### config.mk
export PLATFORM = sky130hd
export DESIGN_NAME = ndindex_scheduler
export DESIGN_NICKNAME = d
export VERILOG_FILES = /design/src/rtl/ndindex_scheduler.sv
export SDC_FILE = /design/constraint.sdc
export NUM_CORES = 1
export LEC_CHECK = 0
export CORE_ASPECT_RATIO = 1.5
export CORE_MARGIN = 2
export CORE_UTILIZATION = 35
export CTS_CLUSTER_SIZE = 28
export DETAILED_ROUTE_END_ITERATION = 8
export PLACE_DENSITY_LB_ADDON = 0.05
export REMOVE_ABC_BUFFERS = 1
export SLEW_MARGIN = 20
export SYNTH_ARGS = -nofsm -noshare
export SYNTH_HDL_FRONTEND = slang
export SYNTH_SLANG_ARGS = --single-unit
### constraint.sdc
create_clock -name clk -period 11.2 [get_ports clk]
set_clock_uncertainty 0.2 [all_clocks]
set_input_delay 2.24 -clock clk [delete_from_list [all_inputs] [get_ports clk]]
set_output_delay 2.24 -clock clk [all_outputs]
set_load 0.05 [all_outputs]
### src/rtl/ndindex_scheduler.sv
// ndindex_scheduler: 3-D index walker on a valid/ready stream; define NDSCHED_LINEAR_EN to add the lin_index flattened offset
module ndindex_scheduler #(
  parameter int WIDTH = 32
) (
  input  logic             clk,
  input  logic             rst_n,
  input  logic             start,
  input  logic             abort,
  input  logic [WIDTH-1:0] ext_0,
  input  logic [WIDTH-1:0] ext_1,
  input  logic [WIDTH-1:0] ext_2,
  input  logic             out_ready,
  output logic             out_valid,
  output logic [WIDTH-1:0] ndindex_0,
  output logic [WIDTH-1:0] ndindex_1,
  output logic [WIDTH-1:0] ndindex_2,
  output logic             last,
  output logic             busy,
`ifdef NDSCHED_LINEAR_EN
  output logic [WIDTH-1:0] lin_index,
`endif
  output logic             done
);
  localparam logic [0:0] IDLE = 1'b0;
  localparam logic [0:0] RUN  = 1'b1;
  logic [0:0]       state;
  logic [WIDTH-1:0] e0, e1, e2, n0, n1, n2;
  logic             hs, nz, w0, w1, nlast, first_last, accept;
  always_comb begin
    hs         = (state == RUN) && out_ready;
    nz         = (|ext_0) && (|ext_1) && (|ext_2);
    accept     = (state == IDLE) && start && nz;
    first_last = (ext_0 == WIDTH'(1)) && (ext_1 == WIDTH'(1)) && (ext_2 == WIDTH'(1));
    w0         = ndindex_0 == e0 - WIDTH'(1);
    w1         = ndindex_1 == e1 - WIDTH'(1);
    n0         = w0 ? '0 : ndindex_0 + WIDTH'(1);
    n1         = w0 ? (w1 ? '0 : ndindex_1 + WIDTH'(1)) : ndindex_1;
    n2         = (w0 && w1) ? ndindex_2 + WIDTH'(1) : ndindex_2;
    nlast      = (n0 == e0 - WIDTH'(1)) && (n1 == e1 - WIDTH'(1)) && (n2 == e2 - WIDTH'(1));
  end
  assign out_valid = state == RUN;
  assign busy      = state == RUN;
  always_ff @(posedge clk) begin
    if (!rst_n) begin
      state     <= IDLE;
      e0        <= '0;
      e1        <= '0;
      e2        <= '0;
      ndindex_0 <= '0;
      ndindex_1 <= '0;
      ndindex_2 <= '0;
      last      <= 1'b0;
      done      <= 1'b0;
    end else begin
      done <= 1'b0;
      if (state == IDLE) begin
        if (accept) begin
          state     <= RUN;
          e0        <= ext_0;
          e1        <= ext_1;
          e2        <= ext_2;
          ndindex_0 <= '0;
          ndindex_1 <= '0;
          ndindex_2 <= '0;
          last      <= first_last;
        end else if (start) begin
          done <= 1'b1;
        end
      end else if (abort) begin
        state <= IDLE;
        last  <= 1'b0;
      end else if (hs) begin
        if (last) begin
          state <= IDLE;
          last  <= 1'b0;
          done  <= 1'b1;
        end else begin
          ndindex_0 <= n0;
          ndindex_1 <= n1;
          ndindex_2 <= n2;
          last      <= nlast;
        end
      end
    end
  end
`ifdef NDSCHED_LINEAR_EN
  always_ff @(posedge clk) begin
    if (!rst_n) lin_index <= '0;
    else if (accept) lin_index <= '0;
    else if (hs && !abort && !last) lin_index <= lin_index + WIDTH'(1);
  end
`endif
endmodule

==> qor.csv, run 1 <==
metric,value,unit
Clk pwr share,0.314,
vias per cell,6.14,
Post-Route WL,80.2,mm
CTS root buffer,clkbuf_16,
Final Cycle Share,0.625,
unrepaired setup endpoints after global routing,no,
post-DP HPWL,62.5,mm
Starting Density,0.353,
internal power,1.26,mW
Port Buf Inserts,200,
CTS tree,yes,
crit path kind,primary input to flop,
Chip Width,182,um
pwr dens,105,nW/um2
count of cell types in the netlist,92,
critical path launch point,ext_0[16],
mux cell area share after synthesis,0.0664,
Seq pwr share,0.372,
simple logic cell fraction of the synthesized area,0.336,
Critical Path Sink Type,flop,
synthesized netlist cell count,2242,
warnings from Yosys,0,
Post-Syn Area,16700,um2
setup TNS,0,ns
Tmin final,7.00,ns
final setup vio count,0,
clock tree sinks,195,
Post-synth ARST share,0,
Final Hold Viols,0,
ys flop type,dfxtp_1,
post-CTS setup buffers,0,
#FFs+latches synth,195,
vias,18000,
area growth from synthesis to layout,17.2,%
1st-iter DRT viols,1700,
Hold Path Class,flop to flop,
"Reg clk slew, reported paths",0.09,ns
clk_lat worst skew,0.49,ns
# H-tree levels,4,
nets@finish,2424,
Sw Pwr,0.808,mW
outcome,"complete, no violations",
number of I/O pins,201,
Row Count,98,
compound-cell area share of the yosys netlist,0.177,
worst hold start,e2[26],
CTS Hold Bufs,0,
Leak,6.81,nW
CP startpoint kind,primary input,
WP data required,11.40,ns
clock buffer depth,2,
combinational share of power,0.314,
antenna fix cells,0,
DRT Pass-1 Iters,7,
Routed wire per std cell,27.4,um
grt total ovfl,0,
first-pass GRT wire length,116,mm
Net Sw Frac,0.392,
global-route total usage across every layer,0.317,
reg2reg start,e1[7],
Detail Route Antenna Nets,0,
full die area,49500,um2
Inserted Clock Buffers,17,
core area,47300,um2
die height,271,um
gpl congestion,1.04,
Least-Margin Pin Slew,1.09,ns
Max Cap Violations,0,
vias in the first global route,17500,
register area share after synthesis,0.234,
XOR/XNOR Fraction of Synth Area,0.131,
mean post-synth cell area,7.44,um2
largest net degree at the start of global routing,129,
area share of fa/ha/maj cells after synthesis,0.00450,
share of layout cells above drive strength 1,0.0481,
Post-synth EDFFs,0,
headroom to the max-slew limit,0.269,
count of cells resized by post-cts repair,0,
largest family of logic cells by synthesized area,simple AND/OR/NAND/NOR gates,
# DRC,0,
"Arr. time, crit path",7.20,ns
initial antenna violation count,0,
Max Fclk,143,MHz
Overall Power,2.06,mW
VDD IR max,0.113,mV
max-slew violations,0,
"Max FO, Critical Path",47,
==> flip-flops by register name, indices dropped and copies added, names as in the netlist <==
signal     count
ndindex_2     32
busy           1
done           1
last           1
ndindex_0     32
ndindex_1     32
e2            32
e0            32
e1            32
==> synth_stat cells (11+ instances only) <==
| library cell | number | area [um2] |
|---|---|---|
| a22oi_1 | 26 | 195 |
| nand4_1 | 62 | 388 |
| o211ai_1 | 13 | 97.6 |
| o21ai_0 | 81 | 405 |
| xor2_1 | 69 | 604 |
| and4_1 | 14 | 123 |
| buf_2 | 21 | 105 |
| or3_1 | 40 | 250 |
| nor4_1 | 76 | 475 |
| and3_1 | 33 | 206 |
| nor2_1 | 302 | 1130 |
| inv_1 | 43 | 161 |
| nand2_1 | 168 | 631 |
| nor2b_1 | 23 | 144 |
| buf_1 | 13 | 48.8 |
| xnor3_1 | 11 | 248 |
| clkbuf_1 | 131 | 492 |
| o22ai_1 | 13 | 81.3 |
| mux2i_1 | 104 | 1040 |
| and2_1 | 32 | 200 |
| a31oi_1 | 16 | 100 |
| or4_1 | 33 | 248 |
| nor3_1 | 87 | 435 |
| xnor2_1 | 153 | 1340 |
| o2111ai_1 | 19 | 166 |
| dfxtp_1 | 195 | 3900 |
| o31ai_1 | 24 | 180 |
| nand2b_1 | 21 | 131 |
| nor4b_1 | 11 | 96.3 |
| nand3_1 | 67 | 335 |
| a21oi_1 | 103 | 515 |
| nand3b_1 | 12 | 90.1 |
==> layout make-up <==
class / instances / area (um2)
Clock inverter: 15 / 156
Fill cell: 4969 / 27800
Multi-Input combinational cell: 1832 / 11900
Inverter: 44 / 170
Sequential cell: 195 / 3900
Clock buffer: 17 / 425
Tap cell: 600 / 751
Timing Repair Buffer: 227 / 2200
==> layer usage <==
metal  GRT usage  routed length (um)  vias to the layer above
met5           0                   0                        -
met4       0.219                6150                        0
met3      0.0435                4010                      214
met2       0.575               41000                      731
met1       0.338               29100                     8681
li1            -                   -                     8374
==> power groups by stage <==
stage	Combinational (mW)	Sequential, mW	Clock (mW)
3_3_place_gp	0.636	0.783	0
4_1_cts	0.638	0.767	0.666
6_report	0.648	0.768	0.647
3_5_place_dp	0.635	0.783	0
2_1_floorplan	0.398	0.767	0
5_1_grt	0.684	0.772	0.690
==> final timing paths <==
path / to / slack [ns] / depth (start not counted)
worst max-delay path: last / 4.20 / 14
worst min-delay path: e2[26] / 0.35 / 2
worst max register to register: last / 4.27 / 15
worst min register to register: e2[26] / 0.35 / 2
==> critical path, stage by stage <==
cell and delay (ns):
clkdlybuf4s50_1 0.51, nor3_1 0.10, nand4_1 0.26, nor2_1 0.18, a222oi_1 0.35, and3b_4 0.96
nor3_1 0.13, and4b_1 0.34, nand4_1 0.18, a2111oi_0 0.46, o2111ai_1 0.22, or4_1 0.45
or4_1 0.53, o31ai_1 0.26
==> per-stage QoR <==
| stage | instance area (um2) | cells | hold slack [ns] | setup WS, ns | utilization |
|---|---|---|---|---|---|
| 3_3_place_gp | 19000 | 2898 | 0.326 | 3.72 | 0.401 |
| 6_report | 19600 | 2930 | 0.347 | 4.20 | 0.413 |
| 2_1_floorplan | 16000 | 2071 | 0.283 | 2.92 | - |
| 3_5_place_dp | 19000 | 2898 | 0.328 | 3.69 | 0.401 |
| 5_1_grt | 19600 | 2930 | 0.377 | 4.05 | 0.413 |
| 4_1_cts | 19600 | 2930 | 0.349 | 4.14 | 0.413 |
==> layout by cell type (no fill, tap or decap), types with 27 or more instances in the layout <==
cell type,instances
xnor2_1,153
a21oi_1,103
and2_1,32
xor2_1,69
or4_1,33
buf_4,27
inv_1,43
nand2_1,167
nand4_1,62
clkdlybuf4s50_1,200
nor4_1,75
nor2_1,301
and3_1,33
nor3_1,86
dfxtp_1,195
or3_1,40
nand3_1,67
mux2i_1,104
o21ai_0,81
==> logic make-up after synthesis <==
family,count (synthesis)
mux,110
buf+inv,215
fa+ha+maj,6
simple gates,1050
compound gates,433
xor+xnor,233
flops,195
No activity file was read; power rests on OpenSTA's default activity.
==> inputs of run 2 (changes only) <==
==> constraint.sdc (replaced) <==
create_clock -name clk -period 6.6 [get_ports clk]
set_clock_uncertainty 0.2 [all_clocks]
set_input_delay 1.32 -clock clk [delete_from_list [all_inputs] [get_ports clk]]
set_output_delay 1.32 -clock clk [all_outputs]
set_load 0.05 [all_outputs]
==> run 2 against run 1 <==
Net effect:
- die area stayed put
- via count is 2.9% higher
- worst setup slack worse by 4.0 ns
- routed wire length is 6.7% higher
- sequential cell count stayed put
- first-iteration DRC count is 9.6% lower
- cell count is 1.9% higher
- highest routed layer unchanged
==> qor.csv, run 2 (synthesized netlist as in run 1, its figures left out) <==
metric,value,unit
Sw Pwr,1.40,mW
max-slew violations,0,
Hold EP,e2[19],
first-pass GRT wire length,124,mm
Final Hold Viols,0,
reg-to-reg setup timing slack,0.23,ns
crit path kind,flop to flop,
slowest cell on the critical path,or4_4,
clock tree sinks,195,
headroom to the max-slew limit,0.163,
Row Count,98,
Least-Margin Pin Slew,1.22,ns
Post-Route WL,85.6,mm
Detail Route Antenna Nets,0,
Reg2Reg Depth,16,
largest net degree at the start of global routing,124,
WP data required,6.80,ns
GR peak layer,met2,
number of I/O pins,201,
outcome,"complete, no violations",
global-route total usage across every layer,0.340,
hold path cells,2,
Seq pwr share,0.359,
# DRC,0,
Tmin final,6.37,ns
antenna fix cells,0,
Critical Path Sink Type,flop,
initial antenna violation count,0,
reg2reg start,e0[16],
pwr dens,180,nW/um2
"Max FO, Critical Path",12,
Starting Density,0.353,
Max Cap Violations,0,
internal power,2.23,mW
post-DP HPWL,68.2,mm
1st-iter DRT viols,1536,
unrepaired setup endpoints after global routing,no,
routing usage on met3,0.0444,
met1 Use GR,0.352,
Max Fclk,157,MHz
DP Area,19500,um2
Net Sw Frac,0.386,
final setup vio count,0,
Chip Width,182,um
"Arr. time, crit path",6.57,ns
Worst path max stage delay,0.68,ns
area growth from synthesis to layout,20.6,%
worst hold start,e2[19],
Port Buf Inserts,200,
nets@finish,2481,
clock buffer depth,2,
gpl congestion,0.976,
CP most frequent cell,buf_4,
die height,271,um
cells along the critical path,"nor4_4, nand2_1, nor4_1, buf_4, xnor2_1, o221ai_1, or4_4, or4_4, or2_1, buf_4, o311ai_1, buf_4, o2111a_1, o2111ai_1, or4_1, o31ai_1",
"commonest cells after routing, fill and taps aside","nor2_1, clkdlybuf4s50_1, dfxtp_1, nand2_1, xnor2_1",
core area,47300,um2
combinational share of power,0.315,
setup TNS,0,ns
vias in the first global route,18300,
routing usage on met2,0.618,
Final Instance Area,20100,um2
VDD IR max,0.202,mV
CTS tree,yes,
Overall Power,3.63,mW
"most common cell after layout, fill and taps aside",nor2_1,
# H-tree levels,4,
grt total ovfl,0,
clk_lat worst skew,0.49,ns
Final Cycle Share,0.966,
vias per cell,6.20,
Routed wire per std cell,28.7,um
Inserted Clock Buffers,17,
reg2reg end,last,
CTS root buffer,clkbuf_16,
full die area,49500,um2
Clk pwr share,0.326,
CP startpoint kind,flop,
vias,18500,
Leak,7.15,nW
post-CTS setup buffers,0,
DRT Pass-1 Iters,7,
share of layout cells above drive strength 1,0.0729,
Hold Path Class,flop to flop,
"Reg clk slew, reported paths",0.09,ns
==> run 2: cell count changes in the layout (fill, tap and decap cells not counted), sizes merged <==
cell,delta
inv,+1
clkinvlp,-1
buf,+57
clkinv,-2
bufinv,+2
==> run 2: worst max-delay path by stage <==
| stage | from | end | slack [ns] |
|---|---|---|---|
| 6_report | e0[16] | last | 0.23 |
| 5_1_grt | e0[1] | last | 0.03 |
| 4_1_cts | e0[16] | last | 0.08 |
| 3_5_place_dp | e1[0] | last | -0.04 |
| 3_3_place_gp | e1[0] | last | 0.02 |
| 2_1_floorplan | ext_2[1] | last | -0.76 |
==> run 2: worst max-delay path: cells and delay by family, from the launching register on <==
kind	cells	cell delay, ns
DFF	1	0.50
AOI/OAI and AO/OA	5	1.30
xor gates and xnor gates	1	0.22
and+or+nand+nor	7	3.43
buffers and inverters	3	0.61
==> run 2: power groups by stage <==
stage                     clock, mW  combinational [mW]  sequential [mW]
final                          1.18                1.14             1.30
after global routing           1.24                1.21             1.31
after CTS                      1.21                1.13             1.30
after detailed placement          0                1.12             1.33
after global placement            0                1.12             1.33
after floorplan                   0               0.676             1.30
==> run 2: cell type report <==
| class | count | area (um2) |
|---|---|---|
| flip-flops and latches | 195 | 3900 |
| multi-input cells | 1832 | 12000 |
| repair buffers | 284 | 2670 |
| clock buffers | 17 | 425 |
| clock inverters | 15 | 203 |
| inverters | 44 | 170 |
| well taps | 600 | 751 |
| fillers | 4924 | 27200 |
==> run 2: layer usage <==
layer | part of all wire | vias up
met5 | 0 | -
met4 | 0.088 | 0
met3 | 0.047 | 274
met2 | 0.51 | 756
met1 | 0.36 | 8989
li1 | - | 8495
==> run 2: repair_timing <==
item | in CTS | in global routing
gates resized for setup | 2 | 4
hold endpoints to repair | 0 | 0
hold buffers | 0 | 0
pin swaps | 0 | 0
setup endpoints to repair | 1 | 1
==> run 2: through the flow <==
step | hold slack, ns | std cells | util | setup WS, ns
6_report | 0.349 | 2987 | 0.425 | 0.227
5_1_grt | 0.373 | 2987 | 0.425 | 0.0283
4_1_cts | 0.348 | 2987 | 0.424 | 0.0778
3_5_place_dp | 0.334 | 2955 | 0.411 | -0.0369
3_3_place_gp | 0.318 | 2955 | 0.411 | 0.0212
2_1_floorplan | 0.283 | 2071 | - | -0.756
==> inputs of run 3 (changes only) <==
--- a/config.mk
+++ b/config.mk
@@ -10,6 +10,7 @@
 export CORE_UTILIZATION = 35
 export CTS_CLUSTER_SIZE = 28
 export DETAILED_ROUTE_END_ITERATION = 8
+export GPL_TIMING_DRIVEN = 1
 export PLACE_DENSITY_LB_ADDON = 0.05
 export REMOVE_ABC_BUFFERS = 1
 export SLEW_MARGIN = 20
==> constraint.sdc (replaced) <==
create_clock -name clk -period 6.5 [get_ports clk]
set_clock_uncertainty 0.2 [all_clocks]
set_input_delay 1.3 -clock clk [delete_from_list [all_inputs] [get_ports clk]]
set_output_delay 1.3 -clock clk [all_outputs]
set_load 0.05 [all_outputs]
==> run 3 against run 2 <==
Net effect:
- critical path depth shrank 2
- final area rose by 1.3%
- worst setup slack worse by 0.00084 ns
- via count increased by 0.64%
- highest routed layer unchanged
- critical endpoint unchanged
- sequential share of layout area is 0.25 points lower
- sequential cell count stayed put
- clock power barely moved
- first-iteration DRC count is 7.9% lower
- largest power group unchanged
==> qor.csv, run 3 (synthesized netlist as in run 1, its figures left out) <==
metric,value,unit
cells along the critical path,"nor4_2, nand2_1, nor4_1, xnor2_1, o221ai_1, or4_4, or4_4, or2_1, buf_4, o311ai_1, o2111a_1, o2111ai_1, or4_1, o31ai_1",
"most common cell after layout, fill and taps aside",nor2_1,
worst setup margin,0.226,ns
Routed wire per std cell,28.8,um
"Reg clk slew, reported paths",0.09,ns
Chip Width,182,um
die height,271,um
Hold Path Class,flop to flop,
Max Fclk,159,MHz
reg2reg start,e0[17],
max-slew violations,0,
Leak,7.30,nW
post-layout util,0.431,
Row Count,98,
pwr dens,182,nW/um2
post-CTS setup buffers,0,
initial antenna violation count,1,
Reg2Reg Depth,14,
DRT Pass-1 Iters,9,
Post-Route WL,87.1,mm
crit path kind,flop to flop,
Critical Path Sink Type,flop,
critical path's top delay family,simple AND/OR/NAND/NOR gates,
crit path buf inv count,1,
hold path cells,2,
vias per cell,6.17,
Starting Density,0.353,
WP data required,6.71,ns
area growth from synthesis to layout,22.1,%
Port Buf Inserts,200,
share of layout cells above drive strength 1,0.0843,
Layout fillers,4910,
"Max FO, Critical Path",12,
nets@finish,2513,
gpl congestion,1.04,
Detail Route Antenna Nets,0,
largest net degree at the start of global routing,129,
Hold EP,e1[1],
Tmin final,6.27,ns
Final Cycle Share,0.965,
Worst path max stage delay,0.78,ns
CTS tree,yes,
combinational share of power,0.324,
CTS Hold Bufs,0,
worst hold start,e1[1],
outcome,"complete, no violations",
Seq pwr share,0.355,
final setup vio count,0,
Least-Margin Pin Slew,1.09,ns
1st-iter DRT viols,1414,
"Arr. time, crit path",6.48,ns
Final Hold Viols,0,
vias in the first global route,18500,
full die area,49500,um2
Overall Power,3.70,mW
Sw Pwr,1.48,mW
Placement Setup Slack,0.133,ns
CP most frequent cell,or4_4,
Inserted Clock Buffers,17,
global-route total usage across every layer,0.349,
first-pass GRT wire length,127,mm
VDD IR max,0.198,mV
unrepaired setup endpoints after global routing,no,
count of cells resized by post-cts repair,0,
CP startpoint kind,flop,
reg-to-reg setup timing slack,0.23,ns
headroom to the max-slew limit,0.274,
Clk pwr share,0.321,
slowest cell on the critical path,o311ai_1,
Net Sw Frac,0.398,
post-DP HPWL,68.9,mm
number of I/O pins,201,
core area,47300,um2
internal power,2.23,mW
clk_lat worst skew,0.49,ns
clock tree sinks,195,
"commonest cells after routing, fill and taps aside","nor2_1, clkdlybuf4s50_1, dfxtp_1, nand2_1, xnor2_1",
clock buffer depth,2,
Max Cap Violations,0,
CTS root buffer,clkbuf_16,
grt total ovfl,0,
reg2reg end,last,
# H-tree levels,4,
# DRC,0,
vias,18600,
[run 3: layout make-up]
class                           instances  area (um2)  share of cell area
Inverter                               44         170             0.00835
Antenna cell                            1        2.50            0.000123
Multi-Input combinational cell       1832       12000               0.587
Tap cell                              600         751              0.0368
Clock inverter                         15         216              0.0106
Clock buffer                           17         425              0.0209
Timing Repair Buffer                  316        2940               0.144
Sequential cell                       195        3900               0.192
[run 3: worst min-delay path, cell delays in order (launching register included)]
cell,delay (ns)
dfxtp_1,0.34
mux2i_1,0.13
nor2_1,0.05
[run 3: metal layers]
layer / global-route usage / vias up / routed length (um)
met5: 0 / - / 0
met4: 0.242 / 0 / 7060
met3: 0.0432 / 238 / 4270
met2: 0.640 / 828 / 44900
met1: 0.368 / 9007 / 30900
li1: - / 8560 / -
[run 3: worst max-delay path by stage]
| stage | startpoint | to | cells after the start |
|---|---|---|---|
| 5_1_grt | e0[17] | last | 13 |
| 3_3_place_gp | e0[17] | last | 13 |
| 4_1_cts | e0[17] | last | 13 |
| 3_5_place_dp | e0[17] | last | 13 |
| 6_report | e0[17] | last | 14 |
| 2_1_floorplan | ext_2[1] | last | 13 |
[run 3: power groups by stage]
| stage | registers [mW] | logic [mW] | clock network (mW) |
|---|---|---|---|
| floorplan | 1.32 | 0.687 | 0 |
| global placement | 1.34 | 1.18 | 0 |
| detailed placement | 1.34 | 1.17 | 0 |
| CTS | 1.32 | 1.18 | 1.22 |
| global route | 1.32 | 1.26 | 1.26 |
| finish | 1.32 | 1.20 | 1.19 |
[run 3: through the flow]
stage / cells / area, um2 / setup TNS [ns] / hold WS, ns
after detailed placement: 2986 / 19700 / 0 / 0.334
after global placement: 2986 / 19700 / 0 / 0.324
after floorplan: 2071 / 16000 / -16.74 / 0.283
after global routing: 3019 / 20400 / 0 / 0.371
final: 3020 / 20400 / 0 / 0.352
after CTS: 3018 / 20300 / 0 / 0.349
